==> src/rtl/key_action_decoder_pkg.sv <==
// Shared keycodes, action FSM states and a small sizing helper for the HID key action decoder.
package hk_input_pkg;

    localparam logic [7:0] KEY_A = 8'h04;
    localparam logic [7:0] KEY_D = 8'h07;
    localparam logic [7:0] KEY_W = 8'h1A;
    localparam logic [7:0] KEY_J = 8'h0D;
    localparam logic [7:0] KEY_K = 8'h0E;

    typedef enum logic [1:0] {
        IDLE   = 2'd0,
        ACTIVE = 2'd1,
        COOL   = 2'd2
    } action_state_t;

    function automatic int max2(input int a, input int b);
        return (a > b) ? a : b;
    endfunction

endpackage

==> src/rtl/key_action_decoder_action_timer.sv <==
// Frame-counted action window followed by a cooldown; presses outside IDLE are discarded.
module action_timer
    import hk_input_pkg::*;
#(
    parameter int FRAMES   = 6,
    parameter int COOLDOWN = 10
) (
    input  logic clk,
    input  logic reset,
    input  logic tick,
    input  logic start,
    input  logic block,
    output logic active,
    output logic busy,
    output logic holding
);

    localparam int CW = $clog2(max2(FRAMES, COOLDOWN) + 2);

    action_state_t state_q, state_d;
    logic [CW-1:0] cnt_q, cnt_d;
    logic          launch;
    logic          done;

    // A press arriving in the frame right after the last cooldown frame may relaunch at once.
    always_comb begin
        state_d = state_q;
        cnt_d   = cnt_q;
        launch  = start & ~block;
        done    = 1'b0;
        if (tick) begin
            case (state_q)
                IDLE: begin
                    if (launch) begin
                        state_d = ACTIVE;
                        cnt_d   = CW'(FRAMES);
                    end
                end
                ACTIVE: begin
                    if (cnt_q == CW'(1)) begin
                        if (COOLDOWN == 0) begin
                            done = 1'b1;
                        end else begin
                            state_d = COOL;
                            cnt_d   = CW'(COOLDOWN);
                        end
                    end else begin
                        cnt_d = cnt_q - CW'(1);
                    end
                end
                COOL: begin
                    if (cnt_q == CW'(1)) begin
                        done = 1'b1;
                    end else begin
                        cnt_d = cnt_q - CW'(1);
                    end
                end
                default: done = 1'b1;
            endcase
            if (done) begin
                if (launch) begin
                    state_d = ACTIVE;
                    cnt_d   = CW'(FRAMES);
                end else begin
                    state_d = IDLE;
                    cnt_d   = '0;
                end
            end
        end
    end

    always_ff @(posedge clk) begin
        if (reset) begin
            state_q <= IDLE;
            cnt_q   <= '0;
        end else begin
            state_q <= state_d;
            cnt_q   <= cnt_d;
        end
    end

    assign active  = (state_q == ACTIVE);
    assign busy    = (state_q != IDLE);
    // Still active in the coming frame; used to lock out the other action without a comb loop.
    assign holding = (state_q == ACTIVE) && (cnt_q != CW'(1));

endmodule

==> src/rtl/key_action_decoder_frame_tick_gen.sv <==
// Synchronises the active-low VGA vsync and emits a registered one-clock pulse on its rising edge.
module frame_tick_gen (
    input  logic clk,
    input  logic reset,
    input  logic vs,
    output logic frame_tick
);

    logic sync1_q, sync1_d;
    logic sync_vs_q, sync_vs_d;
    logic sync_vs_dly_q, sync_vs_dly_d;
    logic tick_q, tick_d;

    // The edge pulse is registered so the pin-to-pulse latency is three clocks.
    always_comb begin
        sync1_d       = vs;
        sync_vs_d     = sync1_q;
        sync_vs_dly_d = sync_vs_q;
        tick_d        = sync_vs_q & ~sync_vs_dly_q;
    end

    always_ff @(posedge clk) begin
        if (reset) begin
            sync1_q       <= 1'b0;
            sync_vs_q     <= 1'b0;
            sync_vs_dly_q <= 1'b0;
            tick_q        <= 1'b0;
        end else begin
            sync1_q       <= sync1_d;
            sync_vs_q     <= sync_vs_d;
            sync_vs_dly_q <= sync_vs_dly_d;
            tick_q        <= tick_d;
        end
    end

    assign frame_tick = tick_q;

endmodule

==> src/rtl/key_action_decoder.sv <==
// Turns the raw HID keycode into frame-aligned movement, jump, attack and dash commands.
module key_action_decoder
    import hk_input_pkg::*;
#(
    parameter int ATTACK_FRAMES   = 6,
    parameter int ATTACK_COOLDOWN = 10,
    parameter int DASH_FRAMES     = 8,
    parameter int DASH_COOLDOWN   = 30,
    parameter int JUMP_HOLD_MAX   = 12
) (
    input  logic       Clk,
    input  logic       Reset,
    input  logic [7:0] keycode,
    input  logic       vs,
    output logic       frame_tick,
    output logic       move_left,
    output logic       move_right,
    output logic       facing_left,
    output logic       jump_start,
    output logic       jump_hold,
    output logic       attack_active,
    output logic       dash_active,
    output logic       busy
);

    localparam int HW = $clog2(JUMP_HOLD_MAX + 2);

    logic [7:0]    key_q, key_d;
    logic [7:0]    key_prev_q, key_prev_d;
    logic          primed_q, primed_d;
    logic          facing_q, facing_d;
    logic [HW-1:0] hold_cnt_q, hold_cnt_d;
    logic          tick;
    logic          attack_press, dash_press;
    logic          attack_busy, dash_busy;
    logic          attack_holding, dash_holding;

    frame_tick_gen u_tick (
        .clk        (Clk),
        .reset      (Reset),
        .vs         (vs),
        .frame_tick (tick)
    );

    // The first frame after reset copies the key into key_prev so a held key is not a press.
    always_comb begin
        key_d        = key_q;
        key_prev_d   = key_prev_q;
        primed_d     = primed_q;
        facing_d     = facing_q;
        hold_cnt_d   = hold_cnt_q;
        attack_press = tick && primed_q && (keycode == KEY_J) && (key_q != KEY_J);
        dash_press   = tick && primed_q && (keycode == KEY_K) && (key_q != KEY_K);
        if (tick) begin
            key_d      = keycode;
            key_prev_d = primed_q ? key_q : keycode;
            primed_d   = 1'b1;
            if (keycode == KEY_A) begin
                facing_d = 1'b1;
            end else if (keycode == KEY_D) begin
                facing_d = 1'b0;
            end
            if (keycode != KEY_W) begin
                hold_cnt_d = '0;
            end else if (!primed_q) begin
                hold_cnt_d = HW'(JUMP_HOLD_MAX + 1);
            end else if (key_q != KEY_W) begin
                hold_cnt_d = HW'(1);
            end else if (hold_cnt_q != HW'(JUMP_HOLD_MAX + 1)) begin
                hold_cnt_d = hold_cnt_q + HW'(1);
            end
        end
    end

    always_ff @(posedge Clk) begin
        if (Reset) begin
            key_q      <= '0;
            key_prev_q <= '0;
            primed_q   <= 1'b0;
            facing_q   <= 1'b0;
            hold_cnt_q <= '0;
        end else begin
            key_q      <= key_d;
            key_prev_q <= key_prev_d;
            primed_q   <= primed_d;
            facing_q   <= facing_d;
            hold_cnt_q <= hold_cnt_d;
        end
    end

    action_timer #(
        .FRAMES   (ATTACK_FRAMES),
        .COOLDOWN (ATTACK_COOLDOWN)
    ) u_attack (
        .clk     (Clk),
        .reset   (Reset),
        .tick    (tick),
        .start   (attack_press),
        .block   (dash_holding),
        .active  (attack_active),
        .busy    (attack_busy),
        .holding (attack_holding)
    );

    action_timer #(
        .FRAMES   (DASH_FRAMES),
        .COOLDOWN (DASH_COOLDOWN)
    ) u_dash (
        .clk     (Clk),
        .reset   (Reset),
        .tick    (tick),
        .start   (dash_press),
        .block   (attack_holding),
        .active  (dash_active),
        .busy    (dash_busy),
        .holding (dash_holding)
    );

    assign frame_tick  = tick;
    assign move_left   = (key_q == KEY_A);
    assign move_right  = (key_q == KEY_D);
    assign facing_left = facing_q;
    assign jump_start  = (key_q == KEY_W) && (key_prev_q != KEY_W);
    assign jump_hold   = (key_q == KEY_W) && (hold_cnt_q <= HW'(JUMP_HOLD_MAX));
    assign busy        = attack_busy | dash_busy;

endmodule

==> config.mk <==
export PLATFORM = sky130hd
export DESIGN_NAME = key_action_decoder
export DESIGN_NICKNAME = d
export VERILOG_FILES = /design/src/rtl/key_action_decoder_pkg.sv /design/src/rtl/key_action_decoder_action_timer.sv /design/src/rtl/key_action_decoder_frame_tick_gen.sv /design/src/rtl/key_action_decoder.sv
export SDC_FILE = /design/constraint.sdc
export NUM_CORES = 1
export LEC_CHECK = 0
export BUFFER_PORTS_ARGS = -buffer_cell sky130_fd_sc_hd__buf_2
export CAP_MARGIN = 40
export CORE_MARGIN = 3
export CORE_UTILIZATION = 41
export CTS_CLUSTER_DIAMETER = 80
export DETAILED_ROUTE_END_ITERATION = 6
export GPL_TIMING_DRIVEN = 0
export PLACE_DENSITY = 0.68
export SLEW_MARGIN = 20
export SYNTH_ARGS = -nofsm -noshare
export SYNTH_HDL_FRONTEND = slang
export SYNTH_HIERARCHICAL = 1
export SYNTH_SLANG_ARGS = --single-unit
==> constraint.sdc <==
create_clock -name Clk -period 3.8 [get_ports Clk]
set_clock_uncertainty 0.2 [all_clocks]
set_input_delay 0.57 -clock Clk [delete_from_list [all_inputs] [get_ports Clk]]
set_output_delay 0.57 -clock Clk [all_outputs]
set_load 0.02 [all_outputs]
### Yosys cells after proc, flatten, opt, wreduce, memory -nomap -nowiden

Cells that the tools add are included.
W data, S select, Z words.

* add/sub/neg operators: 3
* magnitude comparators: 1
* equality and inequality tests: 28
* multiplexer cells: 35
* bitwise operators: 7
* reduce and logical (&&, ||, !) cells: 26

Operators by type and width (number)
* $mux W4: 9
* $eq A8 B3 Y1 const B: 4
* $ne A8 B5 Y1 const B: 3
* $mux W5: 4
* $eq A8 B4 Y1 const B: 2
* $ne A8 B4 Y1 const B: 2
* $reduce_and A4 Y1: 4
* $pmux W5 S3: 1
* $mux W2: 6
* $ne A3 B1 Y1 const B: 4
* $pmux W4 S3: 1
* $logic_and A1 B1 Y1: 9
* $eq A8 B5 Y1 const B: 1
* $mux W1: 8
* $mux W8: 1
* $ne A4 B1 Y1 const B: 2
* $pmux W2 S2: 2
* $reduce_bool A4 Y1: 2
* $ne A3 B3 Y1 const B: 2
* $reduce_bool A2 Y1: 3
* $reduce_bool A3 Y1: 2
* $eq A5 B1 Y1 const B: 1
* $ne A5 B1 Y1 const B: 1
* $sub A5 B1 Y5 const B: 1
* other kinds (15): 25

* bits in registers: 39
* output and inout port bits: 9
* word-level logic and storage cells: 113

### Depth between registers and ports, before layout

* depth in word-level cells: 7
* gate-level depth with buffers: 8

### By module

Netlist, hierarchy kept.

By module, submodules not included
* key_action_decoder: times used 1, cells each 129, area an instance 1159.9 µm², sequential area each 440.4 µm²
* action_timer (u_dash): times used 1, cells each 68, area an instance 585.6 µm², sequential area each 140.1 µm²
* action_timer (u_attack): times used 1, cells each 57, area an instance 514.2 µm², sequential area each 120.1 µm²
* frame_tick_gen: times used 1, cells each 8, area an instance 111.4 µm², sequential area each 80.1 µm²

### Least setup slack after synthesis

No wires, ideal clock.

* path type: input -> register
* start point: input keycode[5]
* end point: register u_attack.state_q[0]
* library setup time: 88 ps
* arrival: 2364 ps
* required time: 3512 ps
* setup slack: 1148 ps
* stages on the path: 8
* path buffers: 0
* path through: or3_1 > nor3_1 > nand3_1 > nor4b_1 > or2b_2 > a31oi_4 > a21oi_1 > a311oi_2

* cells in the longest elaborated chain, start to end: 6
* elaborated cells on any way between the ends: 8
* those cells by class: eq/ne (2); mux (2); bitwise (1); reduce/logical (3)

RTL lines
* start: declaration: RTL line key_action_decoder.sv:13 `input logic [7:0] keycode,`
* $eq A8 B4 Y1 *: RTL line key_action_decoder.sv:52 `attack_press = tick && primed_q && (keycode == KEY_J) && (key_q != KEY_J);`
* $logic_and A1 B1 Y1 * (2 in a row): RTL line key_action_decoder.sv:52
* via attack_press: RTL line key_action_decoder.sv:34 `logic attack_press, dash_press;`
* $and A1 B1 Y1 *: RTL line key_action_decoder_action_timer.sv:29 `launch = start & ~block;`
* $ne A3 B1 Y1 (no source line) or $mux W1 (tied branches)
* $reduce_and A4 Y1 (no source line) or $mux W2 (tied branches)
* end signal: assignment: RTL line key_action_decoder_action_timer.sv:77 `state_q <= state_d;`
* end: declaration: RTL line key_action_decoder_action_timer.sv:20 `action_state_t state_q, state_d;`

The timed path passes the listed nets; every way through them passes the cells marked *.
A chain may end at the register's enable or synchronous reset.

### Worst setup path after layout

* start point: register u_dash.cnt_q[0]
* end point: register u_attack.state_q[1]

* cells in the longest elaborated chain, start to end: 6

RTL lines
* start: declaration: RTL line key_action_decoder_action_timer.sv:21 `logic [CW-1:0] cnt_q, cnt_d;`
* start signal: assignment: RTL line key_action_decoder_action_timer.sv:78 `cnt_q <= cnt_d;`
* $ne A5 B1 Y1: RTL line key_action_decoder_action_timer.sv:85 `assign holding = (state_q == ACTIVE) && (cnt_q != CW'(1));`
* $logic_and A1 B1 Y1: RTL line key_action_decoder_action_timer.sv:85
* via dash_holding: RTL line key_action_decoder.sv:36 `logic attack_holding, dash_holding;`
* $not A1 Y1: RTL line key_action_decoder_action_timer.sv:29
* $and A1 B1 Y1: RTL line key_action_decoder_action_timer.sv:29
* $ne A3 B1 Y1 (no source line)
* $reduce_and A4 Y1 (no source line)

The timed path passes the listed nets, and every way through them passes these cells.

==> out/results.txt <==
WL final: 4864 um
largest area contributor in the synthesized netlist: dfxtp_1
clk_lat worst skew: 0.28 ns
CP Max Fanout: 9
fin crit period: 2.803 ns
# DRC: 0
dpl hpwl: 3543 um
Setup CP Type: reg2reg
Worst VDD drop: 0.2234 mV
xor-xnor portion of the synthesized cell area: 1.847%
deepest clock path buffer count: 2
sw frac: 21.52%
Setup TNS Final: 0 ns
Port Buffers: 19
Crit path arrival time: 2.79 ns
Yosys reg bits: 39
Syn Area/Cell: 9.050 um^2
Place WS: 0.7669 ns
Mapped Area: 2371 um^2
TritonCTS clock tree: yes
Netlist cell types: 64
CP max stage delay: 0.59 ns
cell row count: 27
critical path depth: 7
commonest non-fill, non-tap cell in the layout: dfxtp_1
DIE AREA: 6731 um^2
most frequent cells in the layout: dfxtp_1 (39), nor2_1 (33), buf_2 (21)
Vias/cell: 5.416
dominant cells by area after synthesis: dfxtp_1 (33%), mux2i_1 (7.2%), ha_1 (6.9%)
critical path capture point type: flop
max-slew violations: 0
reg2reg path depth: 7
Leak: 0.9337 nW
# IOs: 20
Yosys Warn Count: 6
starting DRC count in detailed routing: 109
CTS sink cnt: 39
Die Y: 82.05 um
drt wl/cell: 13.47 um
CP top delay family: simple AND/OR/NAND/NOR gates
CP bufs+invs: 0
Clk pwr share: 43.2%
Synth Area in Compound Gates: 21.58%
Initial Util: 42.80%
Nets: 312
setup bufs post-CTS: 0
Layout area overhead: 12.77%
layout cell share with drive strength beyond 1: 19.03%
Worst-Margin Slew: 0.5023 ns
initial antenna violation count: 0
mux contribution to synthesized area: 7.810%
combinational power share: 5.7%
Synth top area share: 32.93%
min-delay worst type: reg2reg
Clock Pin Slew Worst Setup and Hold Paths: 0.07 ns
post-synthesis cell count: 262
PostCTS Resize Cnt: 0
Fin. Hold Viols: 0
Post-synth EDFFs: 0
sequential fraction of the synthesis area: 32.93%
global-route wire length before repair: 8431 um
CP max stage cell: or4b_1
Synth Flop Type: dfxtp_1
RSZ-0062 raised after global routing: no
final core utilization: 48.26%
Overflow after GRT: 0
Synth Area in Simple Gates: 23.91%
largest net degree at the start of global routing: 19
Routability Congestion: 0.8322
Max-Cap Viols: 0
vias in the first global route: 1843
final setup vio count: 0
cell chain of the critical path: ha_1 > or4b_1 > and2_1 > or2b_2 > a31oi_4 > a21oi_1 > a311oi_1
GRT Total Usage: 15.65%
Seq pwr share: 51.1%
Req. time, crit path: 3.79 ns
cell-internal power: 0.0006465 W
filler instances: 545
Chip Width: 82.05 um
Multi-input gate area: 1470 um^2
syn_nets: 286
# H-tree levels: 2
outcome: completed
crit path launch type: flop
largest family of logic cells by synthesized area: simple AND/OR/NAND/NOR gates
hold path depth: 1
fmax: 356.7 MHz
worst rel slew slack: 66.25%
Via Count: 1955
Pre-antenna DRT Iters: 4
asr flop ratio synth: 0%
total CTS buffers: 5
period utilisation layout: 73.77%
root buffer cell: clkbuf_8
post-route setup slack: 0.9968 ns
DRT antenna net count: 0
CTS Hold Bufs: 0
pwr/cell area: 308.1 nW/um^2
core footprint: 5540 um^2
post-synthesis adder-cell area fraction: 6.860%
Register Area: 780.7 um^2
Inserted Diodes: 0
net load switching power: 0.0001773 W
==> worst paths after layout <==
path,start,end,slack (ns)
max,u_dash/cnt_q[0],u_attack/state_q[1],1.0
min,u_tick/sync_vs_dly_q,u_tick/frame_tick,0.20
max reg2reg,u_dash/cnt_q[0],u_attack/state_q[1],1.0
min reg2reg,u_tick/sync_vs_dly_q,u_tick/frame_tick,0.20
==> area by class of cell <==
| type | instances | share of cell area (%) |
|---|---|---|
| multi-input combinational | 194 | 54.98 |
| timing repair buffer | 19 | 3.556 |
| clock inverter | 2 | 1.310 |
| clock buffer | 6 | 3.088 |
| inverter | 19 | 2.667 |
| buffer | 10 | 1.825 |
| tap | 72 | 3.369 |
| sequential | 39 | 29.20 |
==> through the flow <==
step / instance area (um^2) / power [W] / hold slack [ns] / cells
CTS: 2674 / 0.0008344 / 0.2040 / 361
global placement: 2556 / 0.0004765 / 0.1919 / 353
detailed placement: 2556 / 0.0004774 / 0.1937 / 353
finish: 2674 / 0.0008238 / 0.2031 / 361
floorplan: 2371 / 0.0004565 / 0.1868 / 262
global route: 2674 / 0.0008643 / 0.2121 / 361
==> state kept, by name, summed over array words and instances, names as in the netlist <==
signal                cells
key_prev_q                8
key_q                     8
u_dash/cnt_q              5
hold_cnt_q                4
u_attack/cnt_q            4
u_attack/state_q          2
u_dash/state_q            2
facing_left               1
primed_q                  1
u_tick/frame_tick         1
u_tick/sync1_q            1
u_tick/sync_vs_dly_d      1
u_tick/sync_vs_dly_q      1
==> cells in the mapped netlist (all sizes together), types with 4 or more instances <==
cell type and n:
clkbuf 6, dfxtp 39, nor3 8, nor4b 6, nand2b 4, a211oi 14
mux2i 17, a21boi 4, inv 19, nor2b 4, a21oi 12, nor2 33
o21ai 8, ha 13, nand3 6, nand2 10, buf 4
==> per-layer routing <==
layer  global-route usage [%]  vias to the layer above  share of wire (%)
met5                        0                        -                  0
li1                         -                     1006                  -
met3                    3.947                        4                3.7
met4                    3.821                        0               0.51
met1                    20.85                      905                 50
met2                    25.20                       40                 45
==> cells by family (layout without fill, tap and decap cells) <==
family,count (synthesis),in the layout
flops,39,39
fa+ha+maj,13,13
mux,18,18
xor+xnor,5,5
buf+inv,29,56
compound gates,65,65
simple gates,93,93
==> worst register-to-register path: cells and delay by family (launching register included) <==
kind,cells,cell delay [ns]
flops,1,0.42
simple gates,3,1.15
compound gates,3,0.73
fa+ha+maj,1,0.21
==> power by group through the flow <==
stage               sequential, W  combinational (W)  clock [W]
finish                   0.000421          0.0000468   0.000356
global route             0.000422          0.0000519   0.000391
CTS                      0.000421          0.0000470   0.000367
detailed placement       0.000430          0.0000469          0
global placement         0.000430          0.0000461          0
floorplan                0.000429          0.0000272          0
No activity file was read; power rests on OpenSTA's default activity.
